--- config.mk ---
export PLATFORM = sky130hd
export DESIGN_NAME = sw_debounce
export DESIGN_NICKNAME = d
export VERILOG_FILES = /design/src/rtl/sw_debounce_pkg.sv /design/src/rtl/sw_debounce_db_bit.sv /design/src/rtl/sw_debounce.sv
export SDC_FILE = /design/constraint.sdc
export NUM_CORES = 1
export LEC_CHECK = 0
export CAP_MARGIN = 20
export CORE_MARGIN = 2
export CORE_UTILIZATION = 40
export CTS_CLUSTER_SIZE = 10
export DETAILED_ROUTE_END_ITERATION = 10
export GPL_TIMING_DRIVEN = 0
export SYNTH_ARGS = -nofsm -noshare
export SYNTH_HDL_FRONTEND = slang
export SYNTH_SLANG_ARGS = --single-unit
--- constraint.sdc ---
create_clock -name clk -period 2 [get_ports clk]
set_input_delay 0.2 -clock clk [delete_from_list [all_inputs] [get_ports clk]]
set_output_delay 0.2 -clock clk [all_outputs]
set_load 0.01 [all_outputs]
--- src/rtl/sw_debounce_pkg.sv ---
// Shared constants and sizing helper for the slide-switch debouncer.
package sw_pkg;

  localparam int SW_WIDTH         = 16;
  localparam int TICK_DIV_DEF     = 100000;
  localparam int STABLE_TICKS_DEF = 10;

  // Bits needed to hold the values 0..n-1, never less than one bit.
  function automatic int cnt_width(input int n);
    return (n <= 2) ? 1 : $clog2(n);
  endfunction

endpackage

--- src/rtl/sw_debounce_db_bit.sv ---
// One debounced switch bit: synchronizer, stability counter, accepted level and
// optional edge pulses (enabled by SW_DEBOUNCE_EDGE_EN).
module sw_db_bit
  import sw_pkg::*;
#(
  parameter int STABLE_TICKS = STABLE_TICKS_DEF
) (
  input  logic clk,
  input  logic rst_n,
  input  logic tick,
  input  logic sw,
  output logic db,
  output logic rise,
  output logic fall
);

  localparam int                CW       = cnt_width(STABLE_TICKS + 1);
  localparam logic [CW-1:0]     CNT_LAST = CW'(STABLE_TICKS - 1);

  logic          s1;
  logic          s2;
  logic [CW-1:0] cnt;

  always_ff @(posedge clk) begin
    if (!rst_n) begin
      s1  <= 1'b0;
      s2  <= 1'b0;
      db  <= 1'b0;
      cnt <= '0;
    end else begin
      // Synchronizer stage: s2 is the only copy of the pin used below.
      s1 <= sw;
      s2 <= s1;
      // Stability stage: any agreement with db discards accumulated progress.
      if (s2 == db) begin
        cnt <= '0;
      end else if (tick) begin
        if (cnt == CNT_LAST) begin
          db  <= s2;
          cnt <= '0;
        end else begin
          cnt <= cnt + 1'b1;
        end
      end
    end
  end

`ifdef SW_DEBOUNCE_EDGE_EN
  logic accept;
  assign accept = tick && (s2 != db) && (cnt == CNT_LAST);

  // Edge stage: pulses fire on the same edge db changes.
  always_ff @(posedge clk) begin
    if (!rst_n) begin
      rise <= 1'b0;
      fall <= 1'b0;
    end else begin
      rise <= accept & s2;
      fall <= accept & ~s2;
    end
  end
`else
  assign rise = 1'b0;
  assign fall = 1'b0;
`endif

endmodule

--- src/rtl/sw_debounce.sv ---
// Slide-switch debouncer: shared sample tick plus WIDTH independent bit cells.
// Define SW_DEBOUNCE_EDGE_EN to generate sw_rise/sw_fall pulses.
module sw_debounce
  import sw_pkg::*;
#(
  parameter int WIDTH        = SW_WIDTH,
  parameter int TICK_DIV     = TICK_DIV_DEF,
  parameter int STABLE_TICKS = STABLE_TICKS_DEF
) (
  input  logic             clk,
  input  logic             rst_n,
  input  logic [WIDTH-1:0] sw,
  output logic [WIDTH-1:0] db_sw,
  output logic [WIDTH-1:0] sw_rise,
  output logic [WIDTH-1:0] sw_fall
);

  localparam int            TW        = cnt_width(TICK_DIV);
  localparam logic [TW-1:0] TICK_LAST = TW'(TICK_DIV - 1);

  logic [TW-1:0] tick_cnt;
  logic          tick;

  // With TICK_DIV=1 the count stays at zero and tick is permanently high.
  assign tick = (tick_cnt == TICK_LAST);

  always_ff @(posedge clk) begin
    if (!rst_n) begin
      tick_cnt <= '0;
    end else if (tick) begin
      tick_cnt <= '0;
    end else begin
      tick_cnt <= tick_cnt + 1'b1;
    end
  end

  for (genvar i = 0; i < WIDTH; i++) begin : g_bit
    sw_db_bit #(
      .STABLE_TICKS(STABLE_TICKS)
    ) u_bit (
      .clk  (clk),
      .rst_n(rst_n),
      .tick (tick),
      .sw   (sw[i]),
      .db   (db_sw[i]),
      .rise (sw_rise[i]),
      .fall (sw_fall[i])
    );
  end

endmodule
* Word level (Yosys, flattened, before mapping) *
Cells that the tools add are included.

operators by class
  reduce and logical (&&, ||, !) cells = 33
  $add $sub $neg = 17
  mux-type cells = 16
  bitwise gates (word level) = 17
  eq/ne operators = 33

operators with widths
  cell                   count
  $add 4x1->4 const B    16
  $eq 4x4->1 const B     16
  $mux 4                 16
  $reduce_and 3->1       16
  $reduce_or 2->1        17
  $add 17x1->17 const B  1
  $eq 17x17->1 const B   1
  $not 1->1              17
  $eq 1x1->1             16

word-level totals
  register bits after elaboration = 129
  bits of input ports = 18
  output and inout port bits = 48
  logic and storage cells = 181

* Longest topological paths before layout *
  depth after elaboration = 3
  gate-level depth with buffers = 7
  mapped depth without buffers = 5

* Modules after synthesis *
From an unflattened synthesis, not the netlist that was laid out.

second synthesis, totals
  cells, all modules = 614
  area total of the unflattened synthesis = 5,604.1 um2

by module, submodules not included
  module       sequential area each (um2)  times used  cells each  area an instance (um2)
  sw_db_bit    140.1                       16          33          301.5
  sw_debounce  340.3                       1           86          779.5

* Least setup slack after synthesis *
No wires, ideal clock.

  path type = flip-flop to flip-flop
  start point = register tick_cnt[0]
  end point = register g_bit[0].u_bit.cnt[2]
  period minus slack after synthesis = 1,769 ps
  required time = 1,930 ps
  stages on the path, launching flop included = 8
  path slack = 231 ps
  arrival = 1,698 ps
  buffers on the path = 2
  path through = dfxtp_1 -> ha_1 -> and4_4 -> nand4_2 -> buf_6 -> buf_6 -> or4_1 -> a21oi_1

on the way
  longest elaborated chain between the ends = 1

ends and longest elaborated chain
  what                      line                      text
  start: declaration        sw_debounce.sv:21         logic [TW-1:0] tick_cnt;
  start signal: assignment  sw_debounce.sv:33         tick_cnt <= tick_cnt + 1'b1;
  $eq 17x17->1              sw_debounce.sv:25         assign tick = (tick_cnt == TICK_LAST);
  end signal: assignment    sw_debounce_db_bit.sv:42  cnt <= cnt + 1'b1;
  end: declaration          sw_debounce_db_bit.sv:22  logic [CW-1:0] cnt;

Every way passes these cells.
A chain may end at the register's enable or synchronous reset.

* Final worst setup path *
  start point = register tick_cnt[5]
  end point = register g_bit[6].u_bit.cnt[3]

on the way
  longest elaborated chain between the ends = 1

ends and longest elaborated chain
  what                    line
  $eq 17x17->1            sw_debounce.sv:25
  end signal: assignment  sw_debounce_db_bit.sv:42
  end: declaration        sw_debounce_db_bit.sv:22

Every way passes these cells.

==> flow_metrics.env <==
export IMPL_met2_length_um=7230
export IMPL_synth_area_leaders="dfxtp_1 (42%), buf_4 (6.0%), nand2_1 (4.7%)"
export IMPL_rows=45
export IMPL_antenna_found_initial=0
export IMPL_critPathLaunchType="register"
export IMPL_drive_above_1_share_pct=13.2
export IMPL_portBuffers=32
export IMPL_vias_per_cell=5.31
export IMPL_setup_viol=0
export IMPL_yosys_area_top_type="dfxtp_1"
export IMPL_clk_pin_slew_ns=0.06
export IMPL_grt_pass1_wl_um=24400
export IMPL_synth_most_common_cell="dfxtp_1"
export IMPL_hold_path_class="in2reg"
export IMPL_insertion_delay_ns=0.43
export IMPL_synth_seq_cells=129
export IMPL_grtUsageTotal_pct=19.0
export IMPL_p_leak_nw=2.70
export IMPL_slew_headroom_pct=47.0
export IMPL_wire_per_inst_um=15.3
export IMPL_netlist_area_um2=6080
export IMPL_wirelength_um=15000
export IMPL_syn_avg_cell_area_um2=8.70
export IMPL_hold_path_depth=2
export IMPL_synth_commonest_cells="dfxtp_1 (129), nand2_1 (76), buf_4 (49)"
export IMPL_drtAntennaViolNets=0
export IMPL_worstHoldEndpoint="g_bit[6].u_bit.s1$_SDFF_PN0_"
export IMPL_gr_total_overflow=0
export IMPL_fin_nets=801
export IMPL_fp_dieW_um=127
export IMPL_total_power_mw=5.77
export IMPL_synth_edf_count=0
export IMPL_dp_hpwl_um=9910
export IMPL_drt_first_pass_iters=5
export IMPL_worst_setup_path_end_kind="register"
export IMPL_seq_area_frac_synth_pct=42.4
export IMPL_cts_hold_buffers=0
export IMPL_initial_core_util_pct=40.5
export IMPL_min_period_over_period_pct=95.9
export IMPL_cp_max_fo=10
export IMPL_setup_tns_final_ns=0
export IMPL_worstMarginPinSlew_ns=0.794
export IMPL_rrSetupSlack_ns=0.08
export IMPL_post_cts_repair_setup_buffers=0
export IMPL_gp_congestion=0.855
export IMPL_dieArea_um2=16200
export IMPL_yosys_most_used_dff="dfxtp_1"
export IMPL_reg2reg_depth=7
export IMPL_htreeDepth=4
export IMPL_final_util_pct=49.1
export IMPL_cp_startpoint="tick_cnt[5]$_SDFF_PP0_"
export IMPL_clockBufferDepth=2
export IMPL_cap_viol_max_count=0
export IMPL_final_fill_count=1379
export IMPL_drt_met1_wl_um=6610
export IMPL_r2r_end="g_bit[6].u_bit.cnt[3]$_SDFFE_PP0N_"
export IMPL_worst_path_buf_inv=3
export IMPL_vias=5220
export IMPL_synth_cell_types=42
export IMPL_fp_dieH_um=127
export IMPL_core_um2=15000
export IMPL_power_density_nw_per_um2=781
export IMPL_worst_path_max_delay_cell="nor4b_1"
export IMPL_critPathMaxStageDelay_ns=0.33
export IMPL_top_layer="met4"
export IMPL_path_delay_family="simple AND/OR/NAND/NOR gates"
export IMPL_crit_path_frequent_cell="buf_4"
export IMPL_fin_crit_ns=1.92
export IMPL_syn_inst=699
export IMPL_first_iter_violations=357
export IMPL_r2r_start="tick_cnt[5]$_SDFF_PP0_"
export IMPL_grt_pass1_vias=4956
export IMPL_cts_sinks=129
export IMPL_critPathKind="reg2reg"
export IMPL_status="complete, no violations"
export IMPL_synthArstFlopShare_pct=0
export IMPL_hold_path_startpoint="sw[6]"
export IMPL_synth_top_cell_area_share_pct=42.4
export IMPL_wl_met3_um=850
export IMPL_root_buffer="clkbuf_16"
export IMPL_cp_arrival_ns=2.23
export IMPL_drc_errors=0
export IMPL_hold_violations=0
export IMPL_finalClockSkew_ns=0.0127
export IMPL_numCtsBuffers=17
export IMPL_slew_violations=0
export IMPL_yosysWarningCount=0
export IMPL_num_antenna_cells=0
export IMPL_ios=66
export IMPL_required_ns=2.31
export IMPL_tritoncts="done"
export IMPL_path_cells="buf_2 -> nor4b_1 -> and4_1 -> buf_4 -> buf_4 -> nand4_1 -> o311ai_0"
export IMPL_grt_max_degree=17
export IMPL_fmax_mhz=521
export IMPL_ir_worst_vdd_mv=0.563
export IMPL_syn2layout_area_growth_pct=21.4
-- power by group --
| part | internal [mW] | switching [mW] | total (mW) |
|---|---|---|---|
| registers | 2.61 | 0.0184 | 2.62 |
| clock network | 1.74 | 1.19 | 2.93 |
| logic | 0.101 | 0.112 | 0.214 |
| total | 4.45 | 1.32 | 5.77 |
-- kinds of logic after synthesis --
| family | share of synthesized area (%) |
|---|---|
| other | 0.0616 |
| AND/OR/NAND/NOR | 26.8 |
| AO/OA/AOI/OAI | 11.0 |
| buffers and inverters | 10.6 |
| flip-flops | 42.4 |
| adder cells (fa/ha/maj) | 0.206 |
| multiplexers | 2.47 |
| XOR/XNOR | 6.48 |
-- what timing repair did --
item / 4_1_cts / 5_1_grt
resized for setup: 12 / 12
gates cloned: 0 / 1
endpoints found under the hold margin: 0 / 0
pin swaps: 1 / 1
setup endpoints to repair: 76 / 41
-- worst reg2reg max path, cell delays in order, from the launching register on --
cell	delay (ns)
dfxtp_1	0.29
buf_2	0.16
nor4b_1	0.33
and4_1	0.27
buf_4	0.20
buf_4	0.25
nand4_1	0.12
o311ai_0	0.17
-- registers in the layout (all words and copies together) (netlist names) --
register,count
g_bit.u_bit.db,16
g_bit.u_bit.s2,16
g_bit.u_bit.cnt,64
tick_cnt,17
g_bit.u_bit.s1,16
-- area by class of cell --
cell class / count / area (um2) / area share (%)
buffer: 74 / 513 / 6.95
clock buffer: 20 / 447 / 6.05
tap: 188 / 235 / 3.18
timing repair buffer: 33 / 325 / 4.40
multi-input combinational: 485 / 3010 / 40.8
sequential: 129 / 2590 / 35.0
clock inverter: 12 / 111 / 1.51
inverter: 42 / 158 / 2.13
-- metrics by stage --
step                hold WS [ns]  cell area, um2  cells  worst slack [ns]
floorplan                  0.327            6200    730             0.231
global placement           0.418            6760    950            -0.206
detailed placement         0.418            6760    950            -0.270
CTS                        0.332            7350    982            0.0389
global route               0.350            7390    983           -0.0280
finish                     0.347            7390    983            0.0816
-- cell usage in the layout (no fill, tap or decap), drive strengths merged, types with 10 or more instances in the layout --
| cell | netlist | final |
|---|---|---|
| nor2 | 38 | 38 |
| xnor2 | 25 | 25 |
| and2 | 32 | 32 |
| clkdlybuf4s50 | 0 | 32 |
| dfxtp | 129 | 129 |
| buf | 60 | 60 |
| mux2i | 15 | 15 |
| conb | 1 | 32 |
| o31ai | 17 | 17 |
| nor4 | 13 | 13 |
| nand3 | 16 | 16 |
| and4 | 10 | 10 |
| nand4 | 27 | 27 |
| inv | 42 | 43 |
| nand2 | 76 | 76 |
| o21ai | 17 | 17 |
| xor2 | 20 | 20 |
| or4 | 34 | 34 |
| clkbuf | 14 | 35 |
| a21oi | 35 | 35 |
-- metal layers --
layer  global-route usage [%]  vias to the layer above
li1                         -                     2560
met2                     31.1                      165
met3                     5.53                       27
met1                     23.1                     2468
met5                        0                        -
met4                     8.60                        0
-- worst max path at each step --
stage / end / slack [ns] / cells after the start
after floorplan: g_bit[0].u_bit.cnt[2]$_SDFFE_PP0N_ / 0.23 / 7
after global placement: g_bit[5].u_bit.cnt[3]$_SDFFE_PP0N_ / -0.21 / 5
after detailed placement: g_bit[12].u_bit.cnt[3]$_SDFFE_PP0N_ / -0.27 / 5
after CTS: g_bit[10].u_bit.cnt[2]$_SDFFE_PP0N_ / 0.04 / 7
after global routing: g_bit[11].u_bit.db$_SDFFE_PN0P_ / -0.03 / 7
final: g_bit[6].u_bit.cnt[3]$_SDFFE_PP0N_ / 0.08 / 7
No activity file was read; power rests on OpenSTA's default activity.
==> variant: new RTL, same flow settings <==
Build with the macro `SW_DEBOUNCE_EDGE_EN` defined.
--- a/src/rtl/sw_debounce_db_bit.sv
+++ b/src/rtl/sw_debounce_db_bit.sv
@@ -1,5 +1,7 @@
 // One debounced switch bit: synchronizer, stability counter, accepted level and
 // optional edge pulses (enabled by SW_DEBOUNCE_EDGE_EN).
+`define SW_DEBOUNCE_EDGE_EN
+
 module sw_db_bit
   import sw_pkg::*;
 #(
Check against the original RTL: no difference found for any inputs over 10 cycles, from zero or initial values and one cycle with rst_n low; that may be too few to reach the edited logic, so the function may still have changed.
==> variant against the unedited design <==
  * Final area grew 18%
  * Wire length grew 15%
  * Sequential cell count grew 32
  * Area after synthesis grew 15%
  * Largest cell class is now sequential cells
  * Global-route usage shrank 0.15 points
  * Critical path depth is the same
  * Setup slack gained 0.027 ns
  * Critical path type unchanged
  * Total power grew 21%
  * Highest routed layer unchanged
==> variant: results (changes against the unedited design) <==
Power
  • Peak VDD IR: 0.0005865 V (was 0.0005635 V)

Placed design
  • Final Wtd Congestion: 0.8233 (was 0.8545)
  • # port buffers: 64 (was 32)
  • Worst slack at placement: -0.1889 ns (was -0.2697 ns)
  • DP Area: 7949 sq um (was 6756 sq um)

Critical path
  • Worst path arrival time: 2.25 ns (was 2.23 ns)
  • Setup crit end: g_bit[11].u_bit.rise (was g_bit[6].u_bit.cnt[3])
  • Slowest stage delay, CP: 0.35 ns (was 0.33 ns)
  • R2R Setup Slk: 0.11 ns (was 0.08 ns)
  • Crit-path slowest cell: dfxtp_1 (was nor4b_1)

Finish
  • Post-layout net count: 892 (was 801)
  • FILL cells: 1591 (was 1379)
  • Layout cells sized above 1: 0.1559 (was 0.1321)

STA
  • Max Clock Skew: 0.01306 ns (was 0.01272 ns)
  • Tcrit/Tclk final: 0.9458 (was 0.9592)

Logic synthesis
  • Synth cell count leaders: dfxtp_1, nand2_1, a21oi_1 (was dfxtp_1, nand2_1, buf_4)
  • Dominant cells by area after synthesis: dfxtp_1, a21oi_1, buf_4 (was dfxtp_1, buf_4, nand2_1)
  • Post-synthesis sequential area ratio: 0.4587 (was 0.4244)
  • Synth cell types: 32 (was 42)

Global route
  • Total GRT Usage: 0.1882 (was 0.1897)
  • Vias in the first global route: 5249 (was 4956)
  • First-pass GRT wire length: 27.32 mm (was 24.40 mm)

Routing
  • Via-to-Cell Ratio: 5.323 (was 5.310)
  • Iteration-0 DRC Markers: 517 (was 357)

Outcome
  • Run status: finished clean (unchanged)
[variant: cell count changes after synthesis, sizes merged, moves of 17 or more]
cell | unedited run | this run
a21oi | 35 | 81
or4 | 34 | 0
dfxtp | 129 | 161
nand3 | 16 | 44
a31o | 0 | 24
nor3b | 8 | 32
nor2 | 38 | 16
o31ai | 17 | 0
[variant: worst min path at each step]
stage	depth (start not counted)	end	from	slack, ns
finish	3	g_bit[9].u_bit.cnt[0]	rst_n	0.28
detailed placement	1	g_bit[6].u_bit.s2	g_bit[6].u_bit.s1	0.42
global placement	1	g_bit[8].u_bit.s2	g_bit[8].u_bit.s1	0.41
global route	3	g_bit[9].u_bit.cnt[2]	rst_n	0.29
CTS	3	g_bit[9].u_bit.cnt[2]	rst_n	0.25
floorplan	1	g_bit[0].u_bit.s1	sw[0]	0.33
[variant: power by group]
group / internal (mW) / switching [mW] / total [mW] / leakage [nW]
logic: 0.0627 / 0.0811 / 0.144 / 1.34
registers: 3.24 / 0.0230 / 3.26 / 1.30
clock network: 2.13 / 1.44 / 3.58 / 0.316
total: 5.44 / 1.55 / 6.98 / 2.96
[variant: repair_timing]
action | 4_1_cts | 5_1_grt
pin swaps | 2 | 0
resized for setup | 6 | 23
endpoints found under the setup margin | 67 | 101
setup buffers | 2 | 0
hold buffers | 0 | 0
[variant: final cells by class]
type,instances,area [sq um],share of cell area
multi-input combinational,506,3193,0.3672
timing repair buffer,66,655.6,0.07541
clock inverter,14,220.2,0.02533
clock buffer,17,425.4,0.04893
buffer,79,538.0,0.06188
sequential,161,3223,0.3707
inverter,42,157.7,0.01813
tap,225,281.5,0.03238
[variant: logic make-up after synthesis]
kind of cell,count (synthesis),share of synthesized area
buf+inv,121,0.09437
compound gates,162,0.1538
simple gates,313,0.2539
xor+xnor,30,0.03739
flops,161,0.4587
fa+ha+maj,1,0.001780
[variant: worst max-delay path: cells and delay by family, from the launching register on]
kind | cells | cell delay (ns)
fa+ha+maj | 1 | 0.22
buf+inv | 2 | 0.39
simple gates | 4 | 0.84
flops | 1 | 0.35
[variant: through the flow]
stage               power (mW)  instances
finish                   6.984       1110
floorplan                3.405        788
global route             7.200       1110
detailed placement       3.477       1077
global placement         3.476       1077
CTS                      7.048       1110
[variant: routing by layer]
| layer | vias to the layer above | wire length, um | part of all wire | global-route usage |
|---|---|---|---|---|
| met1 | 2760 | 8518 | 0.50 | 0.2743 |
| met2 | 165 | 7534 | 0.44 | 0.2736 |
| met4 | 0 | 119 | 0.0069 | 0.04688 |
| li1 | 2971 | - | - | - |
| met3 | 13 | 1020 | 0.059 | 0.05148 |
| met5 | - | 0 | 0 | 0 |
